<file path="src/rtl/uart_tx_fifo.sv">
// uart_tx_fifo: parametrised UART transmitter fed by a small valid/ready write FIFO.
// Frames are start bit, DATA_BITS data bits LSB first, optional parity bit and
// STOP_BITS stop bits. Queued words go out back-to-back with no idle gap.
module uart_tx_fifo #(
  parameter int CLK_DIV    = 2604,
  parameter int DATA_BITS  = 8,
  parameter int PARITY     = 0,
  parameter int STOP_BITS  = 1,
  parameter int FIFO_DEPTH = 4
) (
  input  logic                        clk,
  input  logic                        reset,
  input  logic [DATA_BITS-1:0]        tx_data,
  input  logic                        tx_valid,
  output logic                        tx_ready,
  output logic                        txd,
  output logic                        busy,
  output logic                        tx_done,
  output logic [$clog2(FIFO_DEPTH):0] fifo_count
);

  localparam int PTR_W  = $clog2(FIFO_DEPTH);
  localparam int CNT_W  = PTR_W + 1;
  localparam int BAUD_W = $clog2(CLK_DIV);
  localparam int BIT_W  = $clog2(DATA_BITS + 1);

  localparam logic [BAUD_W-1:0] BAUD_LAST = BAUD_W'(CLK_DIV - 1);
  localparam logic [BIT_W-1:0]  DATA_LAST = BIT_W'(DATA_BITS - 1);
  localparam logic [BIT_W-1:0]  STOP_LAST = BIT_W'(STOP_BITS - 1);
  localparam logic [CNT_W-1:0]  CNT_FULL  = CNT_W'(FIFO_DEPTH);

  typedef enum logic [2:0] {IDLE, START, DATA, PAR, STOP} state_t;

  logic [DATA_BITS-1:0] mem [FIFO_DEPTH];
  logic [PTR_W-1:0]     wr_ptr;
  logic [PTR_W-1:0]     rd_ptr;
  logic                 push;
  logic                 pop;
  logic                 fifo_empty;
  logic [DATA_BITS-1:0] head;

  state_t               state;
  state_t               state_next;
  logic [BAUD_W-1:0]    baud_cnt;
  logic [BAUD_W-1:0]    baud_next;
  logic [BIT_W-1:0]     bit_cnt;
  logic [BIT_W-1:0]     bit_next;
  logic [DATA_BITS-1:0] shift_reg;
  logic [DATA_BITS-1:0] shift_next;
  logic                 parity_reg;
  logic                 parity_next;
  logic                 txd_next;
  logic                 done_next;
  logic                 bit_tick;

  // Parity bit for a whole word: even mode makes the total ones count even, odd mode odd.
  function automatic logic parity_of(input logic [DATA_BITS-1:0] w);
    return (PARITY == 1) ? ~(^w) : (^w);
  endfunction

  assign tx_ready   = (fifo_count != CNT_FULL);
  assign push       = tx_valid & tx_ready;
  assign fifo_empty = (fifo_count == '0);
  assign head       = mem[rd_ptr];
  assign busy       = (state != IDLE);
  assign bit_tick   = (baud_cnt == BAUD_LAST);

  // FIFO storage needs no reset; occupancy is tracked by the pointers and count.
  always_ff @(posedge clk) begin
    if (push) begin
      mem[wr_ptr] <= tx_data;
    end
  end

  // Wrapping pointers and occupancy count; a push and pop together leave the count alone.
  always_ff @(posedge clk or negedge reset) begin
    if (!reset) begin
      wr_ptr     <= '0;
      rd_ptr     <= '0;
      fifo_count <= '0;
    end else begin
      if (push) begin
        wr_ptr <= wr_ptr + PTR_W'(1);
      end
      if (pop) begin
        rd_ptr <= rd_ptr + PTR_W'(1);
      end
      case ({push, pop})
        2'b10:   fifo_count <= fifo_count + CNT_W'(1);
        2'b01:   fifo_count <= fifo_count - CNT_W'(1);
        default: fifo_count <= fifo_count;
      endcase
    end
  end

  // Sequencer registers, including the registered serial output and done pulse.
  always_ff @(posedge clk or negedge reset) begin
    if (!reset) begin
      state      <= IDLE;
      baud_cnt   <= '0;
      bit_cnt    <= '0;
      shift_reg  <= '0;
      parity_reg <= 1'b0;
      txd        <= 1'b1;
      tx_done    <= 1'b0;
    end else begin
      state      <= state_next;
      baud_cnt   <= baud_next;
      bit_cnt    <= bit_next;
      shift_reg  <= shift_next;
      parity_reg <= parity_next;
      txd        <= txd_next;
      tx_done    <= done_next;
    end
  end

  // Next-state logic: each bit lasts CLK_DIV cycles, and the end of the last stop bit
  // pops the next word straight into a new start bit when one is waiting.
  always_comb begin
    state_next  = state;
    baud_next   = baud_cnt + BAUD_W'(1);
    bit_next    = bit_cnt;
    shift_next  = shift_reg;
    parity_next = parity_reg;
    done_next   = 1'b0;
    pop         = 1'b0;
    case (state)
      IDLE: begin
        baud_next = '0;
        if (!fifo_empty) begin
          pop         = 1'b1;
          shift_next  = head;
          parity_next = parity_of(head);
          bit_next    = '0;
          state_next  = START;
        end
      end
      START: begin
        if (bit_tick) begin
          baud_next  = '0;
          bit_next   = '0;
          state_next = DATA;
        end
      end
      DATA: begin
        if (bit_tick) begin
          baud_next = '0;
          if (bit_cnt == DATA_LAST) begin
            bit_next   = '0;
            state_next = (PARITY != 0) ? PAR : STOP;
          end else begin
            bit_next   = bit_cnt + BIT_W'(1);
            shift_next = shift_reg >> 1;
          end
        end
      end
      PAR: begin
        if (bit_tick) begin
          baud_next  = '0;
          bit_next   = '0;
          state_next = STOP;
        end
      end
      STOP: begin
        if (bit_tick) begin
          baud_next = '0;
          if (bit_cnt == STOP_LAST) begin
            done_next = 1'b1;
            bit_next  = '0;
            if (!fifo_empty) begin
              pop         = 1'b1;
              shift_next  = head;
              parity_next = parity_of(head);
              state_next  = START;
            end else begin
              state_next = IDLE;
            end
          end else begin
            bit_next = bit_cnt + BIT_W'(1);
          end
        end
      end
      default: begin
        state_next = IDLE;
        baud_next  = '0;
        bit_next   = '0;
      end
    endcase
  end

  // Line level for the state being entered, so txd changes on the same edge as the state.
  always_comb begin
    txd_next = 1'b1;
    case (state_next)
      START:   txd_next = 1'b0;
      DATA:    txd_next = shift_next[0];
      PAR:     txd_next = parity_next;
      default: txd_next = 1'b1;
    endcase
  end

endmodule
</file>
<file path="config.mk">
export PLATFORM = sky130hd
export DESIGN_NAME = uart_tx_fifo
export DESIGN_NICKNAME = d
export VERILOG_FILES = /design/src/rtl/uart_tx_fifo.sv
export SDC_FILE = /design/constraint.sdc
export NUM_CORES = 1
export LEC_CHECK = 0
export ABC_AREA = 1
export CORE_AREA = 2 2 86 88
export CTS_CLUSTER_SIZE = 20
export DETAILED_ROUTE_END_ITERATION = 8
export DIE_AREA = 0 0 88 90
export PLACE_DENSITY = 0.75
export REMOVE_ABC_BUFFERS = 1
export SYNTH_ARGS = -nofsm -noshare
export SYNTH_HDL_FRONTEND = slang
export SYNTH_SLANG_ARGS = --single-unit
</file>
<file path="constraint.sdc">
create_clock -name clk -period 2.15 [get_ports clk]
set_input_delay 0.43 -clock clk [delete_from_list [all_inputs] [get_ports clk]]
set_output_delay 0.43 -clock clk [all_outputs]
set_load 0.005 [all_outputs]
</file>
==> results.txt, run 1 <==
The analysis attributes to cell leakage a power of just under 2 nW. The register with the most flip-flops in the layout has 32 of them. The max-slew violation total from the final report came to 0.

Hold timing on the final database bottoms out at a slack of around 0.17 ns. The final worst-path setup slack came out at 0.002162 ns. The power density of the placed cells came out at around 770 nW/um2. The worst IR drop on VDD is between 0.5 and 0.6 mV.

Of the cells placed in the final design, the portion with a size suffix greater than 1 is 21.58%. The internal power summed over all cells came out at 2.410 mW. The overall via count from detail_route is around 2800. The critical path arrival is 2.37 ns. In this run, synthesis produced a sequential element count of 69. The transition time of the tightest slew-check pin came out at around 0.81 ns.

The number of DRC markers in iteration 0 came out at 118. The total global routing track utilization came out at between 10% and 20%. The combined area of the multi-input logic cells came out at ~1500 um2.

By area the synthesized netlist is led by edfxtp_1, dfrtp_1, nand2_1. In this run the cell area of the synthesized design comes to roughly 3600 um2. Net switching is ~28% of the power.

The worst setup path is launched from a register. The final design instance area without fill is ~4300 um2. The final count of hold timing violations is 0. The root buffer cell chosen for the clock tree is clkbuf_8. The met2 capacity usage during global routing came out at between 30% and 40%. The initial antenna violation count came out at 0. Counting flops with a built-in enable in the synthesized netlist gives 32. The number of buffers on the longest clock path came out at 2. The final number of setup-violating endpoints is 0. The relative contribution of combinational cells to total power came out at roughly 20%. The average wire per cell in the routed design came out at 12.19 um. The via count normalized by instance count is 4.984. The dominant synthesized flop cell is dfrtp_1. The global-route track usage on met3 came out at under 10%. The area taken by flip-flops and latches came out at about 1900 um2. Summed over all nets, the half-perimeter wirelength after detailed placement is between 5000 and 6000 um.

The library cell used most frequently in the layout, excluding fill and tap cells, is nand2_1. STA puts the critical path data required time at ~2.4 ns. The fraction of the yosys area taken by sequential cells came out at between 50% and 60%. The first global-routing pass estimated 12070 um of wire. The x dimension of the die came out at 88 um. Counting both buffers and inverters, the worst setup path holds a total of 2. Traced cell by cell, the critical path runs through ha_2 > inv_2 > nor2_1 > nand4_1 > nor2_2 > nand3_2 > o21ai_4 > ha_4 > inv_4 > fa_2 > a21oi_2 > o21ai_2 > xor2_1.

The proportion of power drawn by flip-flops and latches is between 40% and 50%. By startpoint and endpoint, the worst setup path is classified as reg2reg. The number of buffers created by CTS came out at 9.

The top cell types in the final layout, fill and taps aside, are nand2_1, inv_1, dfrtp_1. The total area inside the core boundary comes to approximately 7000 um2. After detailed routing, the number of remaining DRC violations is 0. The starting density of the core came out at between 50% and 60%. The core utilization of the finished layout is a little over 60%. The worst setup skew after layout is ~0.0083 ns. The slowest stage of the critical path belongs to the cell dfrtp_1.

Global routing used between 20% and 30% of the available met1 tracks. Based on the critical path, the design can be clocked at up to ~470 MHz. The worst setup path is captured at a register. The pre-CTS worst setup slack is -0.1112 ns. The portion of synthesized cell area occupied by the leading cell type came out at 26.46%. The delay contributed by the slowest stage of the critical path is approximately 0.35 ns. After synthesis, the share of flip-flops with an asynchronous set or reset is 53.62%. The maximum number of pins on one net before global-route repair came out at 38. The post-route setup TNS came out at 0 ns.

The post-layout minimum cycle time came out at approximately 2.1 ns. The final weighted congestion in routability-driven placement is about 0.83. Grouping stages by cell kind, the critical path spends the most delay in adder cells. The filler-free cell count of the finished design came out at between 500 and 600. The floorplan step defined a die boundary enclosing about 7900 um2. met2 is the most crowded layer. The TritonCTS clock tree is built.

The total overflow left after global routing is 0. The number of different library cells in the post-synthesis netlist came out at 42. Compared with the post-synthesis result, the final layout area differs by 19.46%. The largest total area in the synthesized netlist belongs to edfxtp_1.

The net count reported at finish is around 480. The clock-pin transition on the worst setup and hold timing paths is approximately 0.08 ns. The run finished with clean final reports. The completed layout was analyzed and its total power is roughly 3.4 mW. The cell area after placement came out at ~4100 um2.

The number of fillers in the final layout is about 600. The clock latency at the later pin of the worst-skew pair is 0.35 ns. In this run, the clock network consumes between 30% and 40% of the power.

The path class of the tightest hold or removal check is in2async. The instance count after placement with tap cells included is 550. The switching power summed over all nets came out at between 0.9 and 1 mW.

The number of antenna diodes is 0. The placement row count is 31. The total number of clock tree sinks came out at just under 70. The count of yosys warnings during synthesis is 0. Setup repair after global routing could not meet its margin everywhere.

After technology mapping, the gate count stands at 408. The H-tree was split into 3 levels. The number of nets with antenna violations after detailed routing is 0. The top-level port count came out at 18. The tool flagged a number of max-cap violations equal to 0.

The average footprint of a synthesized cell came out at approximately 8.9 um2. Headroom to the max-slew limit came out at between 40% and 50%. Before antenna repair, the detailed router went through 4 iterations. The number of global-route vias before repair was around 2700.

The count of input and output buffers came out at 17. The wire length after detailed routing came out at 6914 um. The height of the die came out at roughly 90 um. The final period utilization came out at ~100%.

The maximum fanout count along the critical path came out at 3.
==> power groups by stage <==
stage / Clock (mW) / Combinational [mW] / Sequential, mW
2_1_floorplan: 0 / 0.372 / 1.65
3_3_place_gp: 0 / 0.625 / 1.66
3_5_place_dp: 0 / 0.652 / 1.66
4_1_cts: 1.08 / 0.658 / 1.64
5_1_grt: 1.15 / 0.760 / 1.65
6_report: 1.06 / 0.668 / 1.64
==> timing repair <==
action	CTS	global route
hold buffers	0	0
resized for setup	6	4
setup endpoints to repair	1	3
pin swaps	7	5
setup buffers	1	0
==> metal layers <==
metal	wire length, um	vias up	share of wire (%)
li1	-	1428	-
met1	3021	1339	44
met2	3564	51	52
met3	219	8	3.2
met4	108	0	1.6
met5	0	-	0
==> synth_stat cells (4+ instances only) <==
| cell type | count |
|---|---|
| a21oi_1 | 6 |
| dfrtp_1 | 36 |
| edfxtp_1 | 32 |
| ha_1 | 8 |
| inv_1 | 42 |
| inv_2 | 10 |
| nand2_1 | 131 |
| nand2_2 | 11 |
| nand3_1 | 25 |
| nand3_2 | 5 |
| nor2_1 | 28 |
| nor2_2 | 4 |
| nor3_1 | 8 |
| o21ai_0 | 10 |
| o21ai_1 | 4 |
| xor2_1 | 10 |
==> kinds of logic after synthesis <==
family | share of synthesized area (%)
AND/OR/NAND/NOR | 28.80
AO/OA/AOI/OAI | 6.373
adder cells (fa/ha/maj) | 3.307
XOR/XNOR | 2.652
buffers and inverters | 6.889
flip-flops | 51.98
==> worst paths after layout <==
kind / from / to / slack [ns] / cells past startpoint
max in group asynchronous: reset / shift_reg[3]$_DFFE_PN0P_ / 1.46 / 1
min in group clk: shift_reg[2]$_DFFE_PN0P_ / shift_reg[2]$_DFFE_PN0P_ / 0.48 / 2
min: reset / state[2]$_DFF_PN0_ / 0.17 / 1
min reg2reg: shift_reg[2]$_DFFE_PN0P_ / shift_reg[2]$_DFFE_PN0P_ / 0.48 / 2
max reg2reg: baud_cnt[0]$_DFF_PN0_ / fifo_count[2]$_DFFE_PN0P_ / 0.002 / 13
max: baud_cnt[0]$_DFF_PN0_ / fifo_count[2]$_DFFE_PN0P_ / 0.002 / 13
==> final cells by class <==
cell class,count,share of cell area (%)
Sequential cell,69,43.51
Multi-Input combinational cell,281,35.01
Timing Repair Buffer,49,9.343
Inverter,53,4.671
Clock buffer,10,3.172
Tap cell,99,2.855
Clock inverter,6,1.442
(Power assumes the default switching activity.)
==> inputs of run 2 (changes only) <==
--- a/config.mk
+++ b/config.mk
@@ -6,10 +6,12 @@
 export NUM_CORES = 1
 export LEC_CHECK = 0
 export ABC_AREA = 1
+export ABC_CLOCK_PERIOD_IN_PS = 2150
 export CORE_AREA = 2 2 86 88
 export CTS_CLUSTER_SIZE = 20
 export DETAILED_ROUTE_END_ITERATION = 8
 export DIE_AREA = 0 0 88 90
+export MAX_ROUTING_LAYER = met4
 export PLACE_DENSITY = 0.75
 export REMOVE_ABC_BUFFERS = 1
 export SYNTH_ARGS = -nofsm -noshare
==> results.txt, run 2 (synthesis gave the netlist of run 1 again) <==
The run finished with clean final reports. The final count of hold timing violations was 0. The power density of the placed cells came out at approximately 780 nW/um2. The wire length of the first global-routing pass is 12070 um. The number of antenna diodes in the final layout is 0. The number of global-route vias before repair came out at 2715. The H-tree depth came out at 3.

The final route contains 2840 vias. The worst setup path is launched from a register. The fraction of final layout cells sized beyond drive strength 1 came out at 21.58%.

The worst setup path is of the reg2reg kind. TritonCTS created 9 clock buffers. The register with the most flip-flops in the layout has 32 of them. Dividing the detail-routed wire length by the instance count gives ~12 um.

Of the total power, registers draw 48.7%. The total global routing track utilization came out at 20.04%. The clock latency at the later pin of the worst-skew pair is around 0.35 ns. The capturing point of the worst reg2reg path is fifo_count[2]$_DFFE_PN0P_. Leaving out fill and tap cells, the most frequent cell in the layout is nand2_1. The iteration count of the initial detailed-routing pass is 4. The number of nets with antenna violations after detailed routing is 0.

The initialized floorplan defines 31 standard-cell rows. The final number of setup-violating endpoints came out at 0. Signal routing reaches up to met4. The net count reported at finish came out at roughly 480. The worst setup path is captured at a register. The HPWL after detailed placement came out at slightly above 5000 um. The post-layout total power is between 3 and 4 mW. The via count normalized by instance count came out at between 5 and 6. The leakage power is ~1.9 nW.

The class of the tightest hold or removal check is in2async. The max-slew violation total from the final report came out at 0. The wire length on met3 is 196 um. The worst setup skew after layout is 0.008814 ns. Clock-pin slew was measured on the worst setup and hold paths at around 0.08 ns. The critical path arrival is 2.37 ns. For this design the total switching power over the nets is between 0.9 and 1 mW.

The worst IR drop on VDD is 0.5075 mV. The worst slew margin relative to its limit is between 40% and 50%. The clock net in this run drives a total of 69 sinks. After detailed placement, the total cell area comes to around 4100 um2. The top achievable clock speed came out at between 400 and 500 MHz. The floorplan step set the die width to a little under 90 um.

The minimum setup slack among reg-to-reg paths came out at around 0.011 ns. The final design instance area without fill came out at between 4000 and 5000 um2. The area of the core came out at 7020 um2.

The number of hold buffers added after cts came out at 0. The startpoint of the worst register-to-register path is baud_cnt[0]$_DFF_PN0_. The number of fillers in the final layout is 588.

The transition time of the tightest slew-check pin is approximately 0.81 ns. The number of buffers on the longest clock path is 2. TritonCTS built the clock tree. The count of input and output buffers is 17. The initial antenna violation count came out at 0. The critical path data required time came out at approximately 2.4 ns.

The final-layout worst hold slack is 0.1733 ns. The clock root buffer is clkbuf_8. The wire length after detailed routing is about 7000 um.

At the end of routability-driven placement, the weighted congestion stood at 0.8437. The height of the die is 90 um. The final period utilization is 99.51%. Entering global routing, the biggest net connects 38 pins. The relative contribution of combinational cells to total power came out at a little under 20%. The starting density of the core is 51.74%.

The maximum fanout count along the critical path came out at 3. In the routed design, unresolved DRC markers number 0. In the layout the commonest cells are nand2_1, inv_1, dfrtp_1.

The floorplan die area is 7920 um2. Registers take around 1900 um2. The wire length on met1 came out at slightly above 3000 um. The number of DRC markers in iteration 0 came out at about 130. For the worst flop-to-flop path, the logic depth is 13. Setup repair after global routing could not meet its margin everywhere. The top-level port count came out at 18. Summed over all nets, wire length on met2 after detailed routing comes to 3576 um. Per report_power, the clock group accounts for around a third of the total. The internal power summed over all cells came out at around 2.4 mW. Of the total power, the share spent switching nets is ~28%.

In the final layout, the multi-input gates occupy approximately 1500 um2. Relative to the synthesized area, the layout overhead comes to 19.46%. The max capacitance violation total is 0. Summed over all layers, the global routing overflow is 0. The post-layout minimum cycle time is around 2.1 ns.
-- run 2: cell counts in the layout (fill, tap and decap cells not counted) --
Identical to the previous run, type by type.
-- run 2: power by group through the flow --
stage	Sequential [mW]	Clock, mW	Combinational, mW
final	1.64	1.06	0.668
after CTS	1.64	1.08	0.658
after global routing	1.65	1.15	0.760
after detailed placement	1.66	0	0.652
after global placement	1.66	0	0.625
after floorplan	1.65	0	0.372
-- run 2: how the worst max path moves through the flow --
stage | end | cells after the start | start | slack (ns)
final | fifo_count[2]$_DFFE_PN0P_ | 13 | baud_cnt[0]$_DFF_PN0_ | 0.01
after global routing | fifo_count[2]$_DFFE_PN0P_ | 13 | baud_cnt[0]$_DFF_PN0_ | -0.12
after CTS | fifo_count[2]$_DFFE_PN0P_ | 13 | baud_cnt[1]$_DFF_PN0_ | -0.06
after detailed placement | fifo_count[2]$_DFFE_PN0P_ | 13 | baud_cnt[0]$_DFF_PN0_ | -0.11
after global placement | fifo_count[2]$_DFFE_PN0P_ | 13 | baud_cnt[0]$_DFF_PN0_ | -0.03
after floorplan | fifo_count[2]$_DFFE_PN0P_ | 13 | baud_cnt[0]$_DFF_PN0_ | -0.10
-- run 2: stage by stage --
stage / TNS (ns) / setup WS (ns) / util (%) / instances
6_report: 0 / 0.01053 / 61.81 / 567
5_1_grt: -0.2081 / -0.1246 / 61.81 / 567
4_1_cts: -0.06184 / -0.06184 / 61.52 / 567
3_5_place_dp: -0.1112 / -0.1112 / 58.46 / 550
3_3_place_gp: -0.02892 / -0.02892 / 58.46 / 550
2_1_floorplan: -0.1047 / -0.1047 / - / 403
-- run 2: metal layers --
metal | vias to the layer above | global-route usage [%]
met3 | 11 | 3.306
li1 | 1429 | -
met2 | 47 | 32.32
met4 | 0 | 8.590
met5 | - | -
met1 | 1353 | 24.71
-- run 2: worst max-delay path, cell delays in order (launching register included) --
cell and delay, ns:
dfrtp_1 0.35, ha_2 0.18, inv_2 0.04, nor2_1 0.08, nand4_1 0.10, nor2_2 0.15, nand3_2 0.10, o21ai_4 0.09
ha_4 0.16, inv_4 0.04, fa_2 0.35, a21oi_2 0.15, o21ai_2 0.08, xor2_1 0.14
-- run 2: repair_timing --
item / in CTS / in global routing
endpoints found under the setup margin: 1 / 3
resized for setup: 6 / 4
pin swaps: 7 / 5
setup buffers: 1 / 0
-- run 2: layout make-up --
cell class / instances / share of cell area [%]
well taps: 99 / 2.855
flip-flops and latches: 69 / 43.51
clock inverters: 6 / 1.442
multi-input cells: 281 / 35.01
repair buffers: 49 / 9.343
inverters: 53 / 4.671
clock buffers: 10 / 3.172
